$ cat config.mk
export PLATFORM = sky130hd
export DESIGN_NAME = bin_to_bcd_seq
export DESIGN_NICKNAME = d
export VERILOG_FILES = /design/src/rtl/bin_to_bcd_seq.sv
export SDC_FILE = /design/constraint.sdc
export NUM_CORES = 1
export LEC_CHECK = 0
export CAP_MARGIN = 40
export CELL_PAD_IN_SITES_DETAIL_PLACEMENT = 1
export CELL_PAD_IN_SITES_GLOBAL_PLACEMENT = 1
export CORE_MARGIN = 3
export CORE_UTILIZATION = 30
export CTS_CLUSTER_DIAMETER = 30
export CTS_CLUSTER_SIZE = 25
export DETAILED_ROUTE_END_ITERATION = 12
export PLACE_DENSITY_LB_ADDON = 0.2
export SYNTH_ARGS = -nofsm -noshare
export SYNTH_HDL_FRONTEND = slang
export SYNTH_SLANG_ARGS = --single-unit
$ cat constraint.sdc
create_clock -name clk -period 1.76 [get_ports clk]
set_input_delay 0.176 -clock clk [delete_from_list [all_inputs] [get_ports clk]]
set_output_delay 0.176 -clock clk [all_outputs]
set_load 0.01 [all_outputs]
$ cat src/rtl/bin_to_bcd_seq.sv
// -----------------------------------------------------------------------------
// bin_to_bcd_seq
// Sequential binary-to-BCD converter (shift-add-3, "double dabble").
// It converts an unsigned BIN_W-bit value over BIN_W+1 cycles.
// It holds four stable BCD digits for a 4-digit seven-segment driver.
// Values above 9999 saturate to 9,9,9,9 and set ovf.
//
// Ports
//   clk       in   system clock, all logic on posedge
//   reset     in   synchronous, active-high reset
//   bin_in    in   [BIN_W-1:0] unsigned value, sampled on accept
//   in_valid  in   request: bin_in is valid
//   in_ready  out  converter idle and able to accept (state == IDLE)
//   busy      out  conversion in progress (state != IDLE)
//   done      out  one-cycle pulse: dig*/ovf were just updated
//   ovf       out  last result saturated (value > 9999)
//   dig3..0   out  [3:0] BCD digits, dig3 = thousands (leftmost)
// -----------------------------------------------------------------------------
module bin_to_bcd_seq #(
    parameter int BIN_W = 16
) (
    input  logic             clk,
    input  logic             reset,
    input  logic [BIN_W-1:0] bin_in,
    input  logic             in_valid,
    output logic             in_ready,
    output logic             busy,
    output logic             done,
    output logic             ovf,
    output logic [3:0]       dig3,
    output logic [3:0]       dig2,
    output logic [3:0]       dig1,
    output logic [3:0]       dig0
);
    // Five BCD nibbles are enough for any 16-bit input (max 65535).
    localparam int SCR_W = 20;
    localparam int CNT_W = 5;

    typedef enum logic [1:0] {
        ST_IDLE,
        ST_SHIFT,
        ST_DONE
    } state_t;

    state_t             state_q, state_d;
    logic [BIN_W-1:0]   shreg_q, shreg_d;
    logic [SCR_W-1:0]   scratch_q, scratch_d;
    logic [SCR_W-1:0]   scratch_adj;
    logic [CNT_W-1:0]   cnt_q, cnt_d;
    logic [15:0]        dig_q, dig_d;
    logic               ovf_q, ovf_d;
    logic               done_q, done_d;

    // Add-3 correction.
    // Every nibble is judged on its pre-shift value, all in parallel.
    // Any nibble >= 5 would reach >= 10 after the doubling shift, so it gets +3 first.
    generate
        for (genvar gi = 0; gi < SCR_W / 4; gi++) begin : g_adj
            assign scratch_adj[gi*4 +: 4] = (scratch_q[gi*4 +: 4] >= 4'd5)
                                          ? scratch_q[gi*4 +: 4] + 4'd3
                                          : scratch_q[gi*4 +: 4];
        end
    endgenerate

    always_comb begin
        state_d   = state_q;
        shreg_d   = shreg_q;
        scratch_d = scratch_q;
        cnt_d     = cnt_q;
        dig_d     = dig_q;
        ovf_d     = ovf_q;
        done_d    = 1'b0;

        case (state_q)
            ST_IDLE: begin
                if (in_valid) begin
                    shreg_d   = bin_in;
                    scratch_d = '0;
                    cnt_d     = '0;
                    state_d   = ST_SHIFT;
                end
            end
            ST_SHIFT: begin
                // The MSB of the binary shift register enters scratch bit 0.
                {scratch_d, shreg_d} = {scratch_adj, shreg_q} << 1;
                cnt_d = cnt_q + 1'b1;
                if (cnt_q == CNT_W'(BIN_W - 1)) begin
                    state_d = ST_DONE;
                end
            end
            ST_DONE: begin
                // A non-zero ten-thousands nibble means the display cannot show it.
                if (scratch_q[19:16] != 4'd0) begin
                    dig_d = 16'h9999;
                    ovf_d = 1'b1;
                end else begin
                    dig_d = scratch_q[15:0];
                    ovf_d = 1'b0;
                end
                done_d  = 1'b1;
                state_d = ST_IDLE;
            end
            default: begin
                state_d = ST_IDLE;
            end
        endcase
    end

    always_ff @(posedge clk) begin
        if (reset) begin
            state_q   <= ST_IDLE;
            shreg_q   <= '0;
            scratch_q <= '0;
            cnt_q     <= '0;
            dig_q     <= '0;
            ovf_q     <= 1'b0;
            done_q    <= 1'b0;
        end else begin
            state_q   <= state_d;
            shreg_q   <= shreg_d;
            scratch_q <= scratch_d;
            cnt_q     <= cnt_d;
            dig_q     <= dig_d;
            ovf_q     <= ovf_d;
            done_q    <= done_d;
        end
    end

    assign in_ready = (state_q == ST_IDLE);
    assign busy     = (state_q != ST_IDLE);
    assign done     = done_q;
    assign ovf      = ovf_q;
    assign dig3     = dig_q[15:12];
    assign dig2     = dig_q[11:8];
    assign dig1     = dig_q[7:4];
    assign dig0     = dig_q[3:0];

endmodule

# Word level (Yosys, flattened, before mapping)
# Cells that the tools add are included.
# Widths: inputs -> output; s select.
# totals
register_bits	61
input_bits	19
output_inout_bits	20
wordCells	46
# op_classes
add_sub_neg	6
order_cmp	5
eq_ne	5
n_mux	17
n_reduce_logical	6
# ops
cell	count
$pmux 20 s2	1
$mux 16	2
$pmux 16 s2	1
$ge 4x3->1 const B	5
$mux 20	1
$add 4x2->4 const B	4
$mux 4	4
$pmux 5 s2	1
$add 5x1->5 const B	1
$eq 5x4->1 const B	1
$mux 5	1
$mux 2	2
$ne 2x2->1 const B	2
$pmux 2 s2	1
$reduce_and 2->1	2
$reduce_bool 2->1	2
$reduce_bool 4->1	1
$add 3x2->3 const B	1
$mux 3	1
$eq 2x1->1 const B	1
$eq 2x2->1 const B	1
$logic_not 2->1	1
$mux 1	2

# Longest topological paths before layout
# logic_depth
ltp_word	3
mapped_depth	6
mapped_depth_nobuf	6

# Worst setup path before layout
# OpenSTA, ideal clock, no wires.
# synth_path
path_type	register to register
startpoint	register scratch_q[16]
endpoint	register dig_q[12]
setup_ns	0.134
arrival_time_ns	1.277
required_ns	1.626
path_slack_ns	0.349
path_stages_with_launch	7
n_path_buf	0
synth_period_minus_slack_ns	1.411
path_cell_list	dfxtp_1 inv_1 ha_1 nor3b_1 nand2_2 nor2_1 nor3_2
# synth_between
elab_chain_len	2
# synth_rtl
item	line_no	source
start: declaration	47	logic [SCR_W-1:0] scratch_q, scratch_d;
start signal: assignment	121	scratch_q <= scratch_d;
$reduce_bool 4->1	93	if (scratch_q[19:16] != 4'd0) begin
$mux 16	93	
end signal: assignment	123	dig_q <= dig_d;
end: declaration	50	logic [15:0] dig_q, dig_d;
# No other way between the ends.
# A chain may end at the register's enable or synchronous reset.

# Worst setup path after layout
# layout_path
startpoint	register state_q[1]
endpoint	output in_ready
# layout_between
elab_chain_len	1
# layout_rtl
item	line_no	source
start: declaration	45	state_t state_q, state_d;
start signal: assignment	119	state_q <= state_d;
$logic_not 2->1	129	assign in_ready = (state_q == ST_IDLE);
end: declaration	26	output logic in_ready,
# No other way between the ends.

==> flow_summary.json <==
{
  "status": "finished clean",
  "instances_no_fill": 523,
  "swShare": 0.248,
  "synth_fp_nets": 380,
  "wl_per_cell_um": 13.9,
  "reg2reg_depth": 7,
  "die_w_um": 104,
  "grt_usage": 0.144,
  "synthSimpleGateAreaFrac": 0.257,
  "cts.path.max_buffers": 2,
  "drt-pass1-iter-count": 4,
  "row_count": 34,
  "reg2reg_slack_ns": 0.18,
  "post_cts_buffers": 0,
  "num_vias": 2490,
  "grt_max_degree": 22,
  "synth_top_family_by_area": "simple AND/OR/NAND/NOR gates",
  "final_layout_size_suffix_gt1_frac": 0.103,
  "grt_pass1_vias": 2597,
  "crit_type": "flop to output pin",
  "worst_skew_pair.late_latency_ns": 0.33,
  "fin_area_mm2": 0.00357,
  "min-delay-start": "dig_q[10]",
  "fin_crit_ns": 1.64,
  "synth_compound_area_frac": 0.155,
  "drc_errors": 0,
  "pwr-share-seq": 0.520,
  "yosys-mux-area-fraction": 0.0175,
  "setup_tns_ns": 0,
  "rsz0062_at_grt": "false",
  "p_comb_frac": 0.099,
  "top_usage_layer": "met2",
  "critPathCaptureType": "output pin",
  "intPower_mw": 2.08,
  "async_flop_share": 0,
  "antenna_found_initial": 0,
  "synth_edf_count": 0,
  "switchingPower_uw": 689,
  "hold_path_class": "flop to flop",
  "synthXorXnorAreaFrac": 0.0276,
  "p_leak_nw": 1.40,
  "cts_resized": 1,
  "syn_area_mm2": 0.00286,
  "nNetsFinal": 425,
  "synthTopCellsByArea": "dfxtp_1 43%, nor2_1 9.3%, a21oi_1 6.1%",
  "worstReg2RegEnd": "dig_q[9]",
  "min_period_over_period": 0.930,
  "ant_nets": 0,
  "max_freq_mhz": 611,
  "met1_usage": 0.184,
  "initial_utilization": 0.318,
  "dpl.cell_count": 508,
  "slew_headroom": 0.500,
  "grt_pass1_wl_um": 12700,
  "clock_skew_ns": 0.00573,
  "hold_viol": 0,
  "routed_wl_um": 7270,
  "yosys_warnings": 0,
  "ctsHoldBuffers": 0,
  "core_area_mm2": 0.00898,
  "met3_usage": 0.0299,
  "worst_pin_slew_ns": 0.749,
  "synth_common_cells": "71 x nor2_1, 61 x dfxtp_1, 35 x a21oi_1, 25 x nor3_1, 17 x nand2_1",
  "synth_fa_ha_area_frac": 0.0570,
  "pin_count": 39,
  "path_clk_slew_ns": 0.07,
  "drv_slew": 0,
  "met2_usage": 0.241,
  "fp.dieArea_mm2": 0.0107,
  "finalSetupViolCount": 0,
  "htreeDepth": 3,
  "synth_cell_types": 37,
  "yosysSeqAreaShare": 0.428,
  "cp.arrival_ns": 1.46,
  "vdd_ir_drop_max_mv": 0.234,
  "worstPathRequired_ns": 1.58,
  "die_h_um": 104,
  "ys.flop_type": "dfxtp_1",
  "pwr_density_cell_mw_per_mm2": 778,
  "drv_cap": 0,
  "drt_iter0_drc": 71,
  "viasPerCell": 4.76,
  "hold_depth": 2,
  "dpl_cell_area_mm2": 0.00341,
  "io_buffers": 38,
  "cts_root_buf": "clkbuf_8",
  "diodes": 0,
  "cp_max_fo": 11,
  "ys_ff_latch": 61,
  "synthToLayoutAreaGrowth_pct": 24.9,
  "cts.sinks": 61,
  "synth_top_cell_by_area": "dfxtp_1",
  "clkPwrFrac": 0.381,
  "synth.avg_cell_area_um2": 8.20,
  "cts_tree": "done",
  "reg2reg_from": "scratch_q[16]",
  "gp_congestion": 0.715,
  "grt_overflow": 0,
  "crit_path_start_kind": "flop",
  "worstHoldEndpoint": "dig_q[10]",
  "timing.hold.ws_ns": 0.455,
  "syn_inst": 348,
  "synth_top_area_share": 0.428,
  "cts-buffers-inserted": 9,
  "hpwl_um": 5110,
  "post-synth-top-count-cell": "nor2_1"
}
## worst max-delay path, stage by stage, from the launching register on
cell	delay [ns]
dfxtp_2	0.37
nor2_1	0.19
clkdlybuf4s50_1	0.57
## power groups by stage
stage               logic (mW)  registers (mW)  clock network, mW
floorplan                0.175            1.46                  0
global placement         0.275            1.47                  0
detailed placement       0.280            1.47                  0
CTS                      0.281            1.44               1.10
global route             0.309            1.45               1.17
finish                   0.274            1.44               1.06
## per-stage QoR
stage | worst slack [ns] | utilization | power, mW
global route | 0.0312 | 0.397 | 2.92
detailed placement | 0.108 | 0.379 | 1.75
finish | 0.124 | 0.397 | 2.77
global placement | 0.137 | 0.379 | 1.75
CTS | 0.0952 | 0.397 | 2.82
floorplan | 0.349 | - | 1.64
## flip-flops by register name, indices dropped and copies added (netlist names)
signal     count
shreg_q       16
scratch_q     20
state_q        2
dig_q         16
done           1
cnt_q          5
ovf            1
## cell families (layout without fill, tap and decap cells)
group                      Yosys count  count (layout)
adders and majority gates           13              13
AOI/OAI and AO/OA                   69              69
xor gates and xnor gates             9               9
muxes                                5               5
and+or+nand+nor                    156             156
buffers and inverters               35              84
DFF                                 61              61
## final cells by class
| type | instances | area (um2) |
|---|---|---|
| Clock buffer | 13 | 149 |
| Clock inverter | 2 | 10.0 |
| Fill cell | 1066 | 5410 |
| Inverter | 14 | 52.6 |
| Multi-Input combinational cell | 252 | 1470 |
| Sequential cell | 61 | 1220 |
| Tap cell | 126 | 158 |
| Timing Repair Buffer | 55 | 508 |
## worst max-delay path by stage
stage | from | end | slack [ns] | cells past startpoint
finish | state_q[1] | in_ready | 0.12 | 2
global route | state_q[0] | busy | 0.03 | 3
CTS | state_q[0] | busy | 0.1 | 3
detailed placement | in_valid | scratch_q[5] | 0.11 | 5
global placement | in_valid | scratch_q[13] | 0.14 | 5
floorplan | scratch_q[16] | dig_q[12] | 0.35 | 6
## cell usage in the layout, fill, tap and decap left out, drive strengths merged, types with 14 or more instances in the layout
cell / Yosys / routed
a22o: 14 / 14
buf: 17 / 17
clkdlybuf4s50: 0 / 38
nor2b: 14 / 14
nand2: 18 / 18
nor2: 75 / 75
dfxtp: 61 / 61
inv: 14 / 14
nor3: 26 / 26
a21oi: 35 / 35
## per-layer routing
layer  part of all wire  wire, um
met5                  0         0
met4              0.013        98
met3              0.033       237
met2               0.48      3500
met1               0.47      3430
(Power assumes the default switching activity.)
